File: config.mk
export PLATFORM = sky130hd
export DESIGN_NAME = ram_resp_flat
export DESIGN_NICKNAME = d
export VERILOG_FILES = /design/src/rtl/ram_resp_if.sv /design/src/rtl/ram_resp.sv /design/src/flat_wrapper.sv
export SDC_FILE = /design/constraint.sdc
export NUM_CORES = 2
export LEC_CHECK = 0
export CAP_MARGIN = 25
export CELL_PAD_IN_SITES_DETAIL_PLACEMENT = 0
export CELL_PAD_IN_SITES_GLOBAL_PLACEMENT = 1
export CORE_MARGIN = 4
export CORE_UTILIZATION = 51
export CTS_CLUSTER_SIZE = 20
export DETAILED_ROUTE_END_ITERATION = 16
export PLACE_DENSITY_LB_ADDON = 0.1
export SLEW_MARGIN = 20
export SYNTH_ARGS = -nofsm -noshare
export SYNTH_HDL_FRONTEND = slang
export SYNTH_SLANG_ARGS = --single-unit
export TNS_END_PERCENT = 30
File: constraint.sdc
create_clock -name clk -period 4.4 [get_ports clk]
set_clock_uncertainty 0.1 [all_clocks]
set_input_delay 0.88 -clock clk [delete_from_list [all_inputs] [get_ports clk]]
set_output_delay 0.88 -clock clk [all_outputs]
set_load 0.01 [all_outputs]
File: src/rtl/ram_resp_if.sv
// Request/response bundle between the control sequencer (master) and the
// main-memory responder (slave) of the 16-bit SAP datapath.
interface ram_resp_if #(
    parameter int DATA_W = 16
);
    logic [15:0]       mar_addr;
    logic              ram_read;
    logic              ram_write;
    logic [DATA_W-1:0] bus;
    logic [DATA_W-1:0] ram_out;
    logic              ram_ready;
    logic              busy;
    logic              addr_err;

    modport master (
        output mar_addr, ram_read, ram_write, bus,
        input  ram_out, ram_ready, busy, addr_err
    );

    modport slave (
        input  mar_addr, ram_read, ram_write, bus,
        output ram_out, ram_ready, busy, addr_err
    );
endinterface

File: src/rtl/ram_resp.sv
// Main-memory responder: accepts one read or write from IDLE, waits WAIT_STATES
// cycles, commits the access and pulses ram_ready for one cycle.
module ram_resp #(
    parameter int DATA_W      = 16,
    parameter int ADDR_BITS   = 8,
    parameter int WAIT_STATES = 1
) (
    input  logic      clk,
    input  logic      rst,
    ram_resp_if.slave mem
);
    typedef enum logic [1:0] {
        S_IDLE = 2'd0,
        S_WAIT = 2'd1,
        S_DONE = 2'd2
    } state_t;

    localparam int         DEPTH    = 2 ** ADDR_BITS;
    localparam logic [3:0] CNT_LOAD = (WAIT_STATES == 0) ? 4'd0 : 4'(WAIT_STATES - 1);

    state_t            r_state;
    logic [3:0]        r_cnt;
    logic [15:0]       r_addr;
    logic [DATA_W-1:0] r_data;
    logic              r_wr;
    logic [DATA_W-1:0] r_out;
    logic              r_ready;
    logic              r_busy;
    logic              r_err;
    logic [DATA_W-1:0] r_mem [DEPTH];

    logic              w_req_one;
    logic              w_req_both;
    logic              w_enter_done;
    logic [15:0]       w_c_addr;
    logic [DATA_W-1:0] w_c_data;
    logic              w_c_wr;
    logic              w_c_oor;
    logic              w_commit_wr;
    logic              w_commit_rd;

    // The access seen on the edge entering DONE comes straight from the inputs
    // when there are no wait states, otherwise from the capture registers.
    always_comb begin
        // NOTE: every output of this block gets a default first, so no path leaves one unassigned and no latch is inferred.
        w_req_one    = mem.ram_read ^ mem.ram_write;
        w_req_both   = mem.ram_read & mem.ram_write;
        w_enter_done = 1'b0;
        w_c_addr     = r_addr;
        w_c_data     = r_data;
        w_c_wr       = r_wr;
        case (r_state)
            S_IDLE: begin
                if (WAIT_STATES == 0 && w_req_one) begin
                    w_enter_done = 1'b1;
                    w_c_addr     = mem.mar_addr;
                    w_c_data     = mem.bus;
                    w_c_wr       = mem.ram_write;
                end
            end
            S_WAIT:  w_enter_done = (r_cnt == 4'd0);
            default: w_enter_done = 1'b0;
        endcase
        w_c_oor     = (w_c_addr >> ADDR_BITS) != 16'd0;
        w_commit_wr = w_enter_done & w_c_wr & ~w_c_oor;
        w_commit_rd = w_enter_done & ~w_c_wr;
    end

    // NOTE: state uses non-blocking assignments so every register samples pre-edge values regardless of statement order.
    always_ff @(posedge clk or posedge rst) begin
        if (rst) begin
            r_state <= S_IDLE;
            r_cnt   <= 4'd0;
            r_addr  <= 16'd0;
            r_data  <= '0;
            r_wr    <= 1'b0;
            r_out   <= '0;
            r_ready <= 1'b0;
            r_busy  <= 1'b0;
            r_err   <= 1'b0;
        end else begin
            r_ready <= 1'b0;
            r_err   <= 1'b0;
            case (r_state)
                S_IDLE: begin
                    if (w_req_both) begin
                        r_state <= S_DONE;
                        r_busy  <= 1'b1;
                        r_ready <= 1'b1;
                        r_err   <= 1'b1;
                    end else if (w_req_one) begin
                        r_addr <= mem.mar_addr;
                        r_data <= mem.bus;
                        r_wr   <= mem.ram_write;
                        r_cnt  <= CNT_LOAD;
                        r_busy <= 1'b1;
                        if (WAIT_STATES == 0) begin
                            r_state <= S_DONE;
                            r_ready <= 1'b1;
                            r_err   <= w_c_oor;
                        end else begin
                            r_state <= S_WAIT;
                        end
                    end
                end
                S_WAIT: begin
                    if (r_cnt == 4'd0) begin
                        r_state <= S_DONE;
                        r_ready <= 1'b1;
                        r_err   <= w_c_oor;
                    end else begin
                        r_cnt <= r_cnt - 4'd1;
                    end
                end
                default: begin
                    r_state <= S_IDLE;
                    r_busy  <= 1'b0;
                end
            endcase
            if (w_commit_rd) begin
                r_out <= w_c_oor ? '0 : r_mem[w_c_addr[ADDR_BITS-1:0]];
            end
        end
    end

    // NOTE: the array has no reset; contents survive reset, and gating with rst keeps an aborted write from landing.
    always_ff @(posedge clk) begin
        if (w_commit_wr && !rst) begin
            r_mem[w_c_addr[ADDR_BITS-1:0]] <= w_c_data;
        end
    end

    assign mem.ram_out   = r_out;
    assign mem.ram_ready = r_ready;
    assign mem.busy      = r_busy;
    assign mem.addr_err  = r_err;
endmodule

File: src/flat_wrapper.sv
// flat-port wrapper written by rule: the top's interface ports become plain ports
module ram_resp_flat 
#(
    parameter int DATA_W      = 16,
    parameter int ADDR_BITS   = 8,
    parameter int WAIT_STATES = 1
)
  (clk, rst, mem_mar_addr, mem_ram_read, mem_ram_write, mem_bus, mem_ram_out, mem_ram_ready, mem_busy, mem_addr_err);
  ram_resp_if #(.DATA_W(DATA_W)) mem_i ();
  input  logic clk;
  input  logic rst;
  input wire logic [$bits(mem_i.mar_addr)-1:0] mem_mar_addr;
  input wire logic [$bits(mem_i.ram_read)-1:0] mem_ram_read;
  input wire logic [$bits(mem_i.ram_write)-1:0] mem_ram_write;
  input wire logic [$bits(mem_i.bus)-1:0] mem_bus;
  output wire logic [$bits(mem_i.ram_out)-1:0] mem_ram_out;
  output wire logic [$bits(mem_i.ram_ready)-1:0] mem_ram_ready;
  output wire logic [$bits(mem_i.busy)-1:0] mem_busy;
  output wire logic [$bits(mem_i.addr_err)-1:0] mem_addr_err;
  assign mem_i.mar_addr = mem_mar_addr;
  assign mem_i.ram_read = mem_ram_read;
  assign mem_i.ram_write = mem_ram_write;
  assign mem_i.bus = mem_bus;
  assign mem_ram_out = mem_i.ram_out;
  assign mem_ram_ready = mem_i.ram_ready;
  assign mem_busy = mem_i.busy;
  assign mem_addr_err = mem_i.addr_err;
  ram_resp #(.DATA_W(DATA_W), .ADDR_BITS(ADDR_BITS), .WAIT_STATES(WAIT_STATES)) u_core (.clk(clk), .rst(rst), .mem(mem_i));
endmodule
==> flow_metrics.py <==
metrics = {
    "routing": {
        "wl_per_cell_um": 33.63,
        "num_vias": 80520,
        "first_iter_violations": 9765,
        "drtAntennaViolNets": 0,
        "drc": 0,
        "firstDrtPassIters": 6,
        "via_per_inst": 6.281,
        "wl_um": 431100,
    },
    "global_route": {
        "grt_max_degree": 173,
        "overflow": 0,
        "grt_pass1_wl_um": 611100,
        "antenna_found_initial": 27,
        "grt_pass1_vias": 79980,
        "grtUsageTotal_pct": 26.50,
    },
    "worst_setup_path": {
        "critical_path_buf_inv_count": 3,
        "startpoint_type": "register",
        "cp_slowest_cell": "a311oi_1",
        "end_kind": "register",
        "crit_arrival_ns": 4.85,
        "crit_family": "compound AO/OA/AOI/OAI gates",
        "worstPathCellList": "buf_4 -> buf_12 -> buf_4 -> mux4_2 -> and3_1 -> a2111oi_2 -> o2111ai_1 -> a311oi_1 -> a311oi_1",
        "max_stage_delay_ns": 0.74,
        "critical_path_required_ns": 5.09,
        "criticalPathCategory": "reg2reg",
        "worstPathMaxFanout": 43,
    },
    "power_and_ir_drop": {
        "switching_share_pct": 33.19,
        "net-switching-power_mw": 40.86,
        "power_mw": 123.1,
        "p_seq_share_pct": 41.8,
        "ir_worst_vdd_mv": 0.6645,
        "combPwrFrac_pct": 29.6,
        "internal_power_mw": 82.26,
        "clkPwrFrac_pct": 28.7,
        "power_leakage_nw": 59.43,
        "power.density_nw_per_um2": 671.1,
    },
    "placed_design": {
        "gp_congestion": 0.8568,
        "numPortBuffers": 54,
        "hpwl_um": 262200,
        "place_area_um2": 169700,
    },
    "clock_network": {
        "htreeDepth": 5,
        "cts_tree": "yes",
        "cts_buffer_depth": 4,
        "cts_made_buffers": 422,
        "clk_pin_slew_ns": 0.06,
        "clock_latency_ns": 0.95,
        "root_buffer": "clkbuf_16",
        "cts_sinks": 4154,
        "post_cts_buffers": 0,
    },
    "synth": {
        "async_reset_ff_share_pct": 1.396,
        "synth_seq_area_share_pct": 77.76,
        "syn-num-nets": 7730,
        "synthCells": 7692,
        "synth_area_um2": 160100,
        "syn_avg_cell_area_um2": 20.81,
        "ys_ff_latch": 4154,
        "ys_warn_count": 0,
        "ys.flop_type": "edfxtp_1",
        "synth_edf_count": 4096,
        "yosysUniqueCellTypes": 60,
    },
    "layout": {
        "area_growth_syn_to_layout_pct": 14.61,
        "nets": 8356,
        "drive_gt1_share_pct": 24.07,
        "stdcell_area_um2": 183400,
        "num-fill-cells": 22470,
    },
    "floorplan": {
        "row_count": 205,
        "die_w_um": 568.2,
        "initial_utilization_pct": 51.27,
        "io_pins": 55,
        "floorplan.die_area_um2": 322900,
        "fp.dieH_um": 568.2,
        "fp.coreArea_um2": 312200,
    },
    "job": {
        "maxCapViolations": 0,
    },
    "timing": {
        "finalSetupTns_ns": 0,
        "setup_viol": 0,
        "rsz0062_at_grt": "false",
        "slew_headroom_pct": 15.96,
        "max_slew.worst_pin.slew_ns": 1.261,
        "post-route-period-util_pct": 94.53,
        "hold_viol_final": 0,
        "fmax_mhz": 240.4,
        "report.final.slew_viol_count": 0,
        "period_needed_ns": 4.159,
    },
    "run_status": {
        "status": "complete, no violations",
    },
    "worst_hold_path": {
        "hp-class": "reg2reg",
    },
}
-- power groups by stage --
stage          Combinational [mW]  Sequential [mW]  Clock [mW]
2_1_floorplan                18.2             54.7           0
3_3_place_gp                 36.2             52.1           0
3_5_place_dp                 36.7             52.2           0
4_1_cts                      36.8             51.4        35.8
5_1_grt                      38.1             51.4        37.6
6_report                     36.4             51.4        35.3
-- metrics by stage --
step / util (%) / setup WS, ns / cells / hold WS [ns]
finish: 58.77 / 0.2407 / 12820 / 0.4132
global route: 58.76 / 0.08107 / 12820 / 0.3859
CTS: 58.75 / 0.08085 / 12810 / 0.3476
detailed placement: 54.37 / 0.06603 / 12030 / 0.4006
global placement: 54.36 / 0.05265 / 12030 / 0.3935
floorplan: - / 0.3164 / 7692 / 0.3594
-- per-layer routing --
layer  global-route usage, %  share of wire [%]  routed length, um  vias up
met5                       0             0.0063                 27        -
met4                   7.835                3.3              14210        4
met3                   3.884                7.3              31660      599
met2                   41.79                 48             206500     3344
met1                   38.94                 41             178700    43160
li1                        -                  -                  -    33410
-- cell type report --
type / count / area, um2 / area share (%)
clock buffer: 504 / 10930 / 5.958
tap: 4140 / 5180 / 2.824
sequential: 4154 / 124500 / 67.88
inverter: 11 / 43.79 / 0.02387
timing repair buffer: 677 / 6709 / 3.657
multi-input combinational: 3052 / 33310 / 18.16
clock inverter: 274 / 2724 / 1.485
antenna: 7 / 17.52 / 0.009549
-- cells by family (layout without fill, tap and decap cells) --
| group | Yosys count | after routing | share of synthesized area (%) |
|---|---|---|---|
| buffers and inverters | 486 | 1466 | 1.534 |
| AO/OA/AOI/OAI | 744 | 744 | 3.301 |
| adder cells (fa/ha/maj) | 2 | 2 | 0.01563 |
| flip-flops | 4154 | 4154 | 77.76 |
| AND/OR/NAND/NOR | 886 | 886 | 2.614 |
| other | 0 | 7 | 0 |
| multiplexers | 1418 | 1418 | 14.77 |
| XOR/XNOR | 2 | 2 | 0.01095 |
-- final timing paths --
path                                               start  depth (start not counted)                            endpoint  slack (ns)
setup / recovery            u_core.r_addr[0]$_DFFE_PP0P_                          9  u_core.mem.ram_out[15]$_DFFE_PP0P_        0.24
hold / removal             u_core.r_addr[11]$_DFFE_PP0P_                          1       u_core.r_addr[11]$_DFFE_PP0P_        0.41
setup reg to reg            u_core.r_addr[0]$_DFFE_PP0P_                          9  u_core.mem.ram_out[15]$_DFFE_PP0P_        0.24
hold reg to reg            u_core.r_addr[11]$_DFFE_PP0P_                          1       u_core.r_addr[11]$_DFFE_PP0P_        0.41
max in group asynchronous                            rst                          3        u_core.r_data[0]$_DFFE_PP0P_        2.99
min in group asynchronous                            rst                          2         u_core.mem.busy$_DFFE_PP0P_        0.43
-- flip-flops by register name (all words and copies together), names as in the netlist --
name                  flops
u_core.r_cnt              4
u_core.mem.ram_out       16
u_core.r_mem           4096
u_core.r_state            2
u_core.mem.ram_ready      1
u_core.r_addr            16
u_core.mem.addr_err       1
u_core.mem.busy           1
u_core.r_data            16
u_core.r_wr               1
-- Yosys cell counts, types with 3 or more instances --
| cell | instances | area [um2] |
|---|---|---|
| a21o_1 | 18 | 135.1 |
| a32oi_1 | 16 | 140.1 |
| and3_1 | 108 | 675.7 |
| nand3_1 | 113 | 565.5 |
| o31a_1 | 15 | 131.4 |
| a22o_1 | 34 | 297.8 |
| nand2_1 | 180 | 675.7 |
| inv_1 | 8 | 30.03 |
| a31oi_1 | 77 | 481.7 |
| o2111ai_1 | 15 | 131.4 |
| and2_0 | 3 | 18.77 |
| dfrtp_1 | 58 | 1451 |
| nor2b_1 | 10 | 62.56 |
| clkbuf_1 | 195 | 732.0 |
| buf_2 | 171 | 855.8 |
| o22ai_1 | 96 | 600.6 |
| buf_4 | 51 | 382.9 |
| o21ai_0 | 55 | 275.3 |
| nand4b_1 | 3 | 26.28 |
| buf_1 | 28 | 105.1 |
| edfxtp_1 | 4096 | 123000 |
| nor3_1 | 52 | 260.3 |
| a2111oi_2 | 15 | 225.2 |
| and2_1 | 18 | 112.6 |
| nor4_1 | 3 | 18.77 |
| mux2i_1 | 638 | 6386 |
| o211ai_1 | 32 | 240.2 |
| mux2_2 | 28 | 315.3 |
| o21ai_1 | 14 | 70.07 |
| a22oi_1 | 160 | 1201 |
| a311oi_1 | 32 | 280.3 |
| mux4_2 | 752 | 16940 |
| o221ai_1 | 16 | 140.1 |
| a221oi_1 | 48 | 420.4 |
| nand4_1 | 67 | 419.2 |
| nor2_1 | 309 | 1160 |
| buf_6 | 30 | 337.8 |
| a21oi_1 | 99 | 495.5 |
-- placed cells by master (no fill, tap or decap), types with 16 or more instances in the layout --
cell type,netlist,final
nor3_1,52,51
o221ai_1,16,16
o21ai_0,55,55
mux2_2,28,28
clkinv_1,1,100
clkdlybuf4s50_1,0,54
a21o_1,18,18
edfxtp_1,4096,4096
o22ai_1,96,96
a31oi_1,77,77
clkbuf_16,0,423
mux4_2,752,752
a22o_1,34,34
a221oi_1,48,48
a21oi_1,99,99
a311oi_1,32,30
dfrtp_1,58,37
nand4_1,67,67
bufinv_16,0,42
dfrtp_4,0,20
clkbuf_1,195,77
mux2i_1,638,638
clkinvlp_4,0,16
nand2_1,180,168
a22oi_1,160,160
buf_4,51,505
o211ai_1,32,32
buf_12,0,116
a32oi_1,16,16
and3_1,108,108
clkinv_2,0,84
nand3_1,113,109
nor2_1,309,307
-- timing repair --
| item | 4_1_cts | 5_1_grt |
|---|---|---|
| hold buffers | 0 | 0 |
| endpoints found under the setup margin | 0 | 2 |
| gates resized for setup | 0 | 2 |
(Power assumes the default switching activity.)
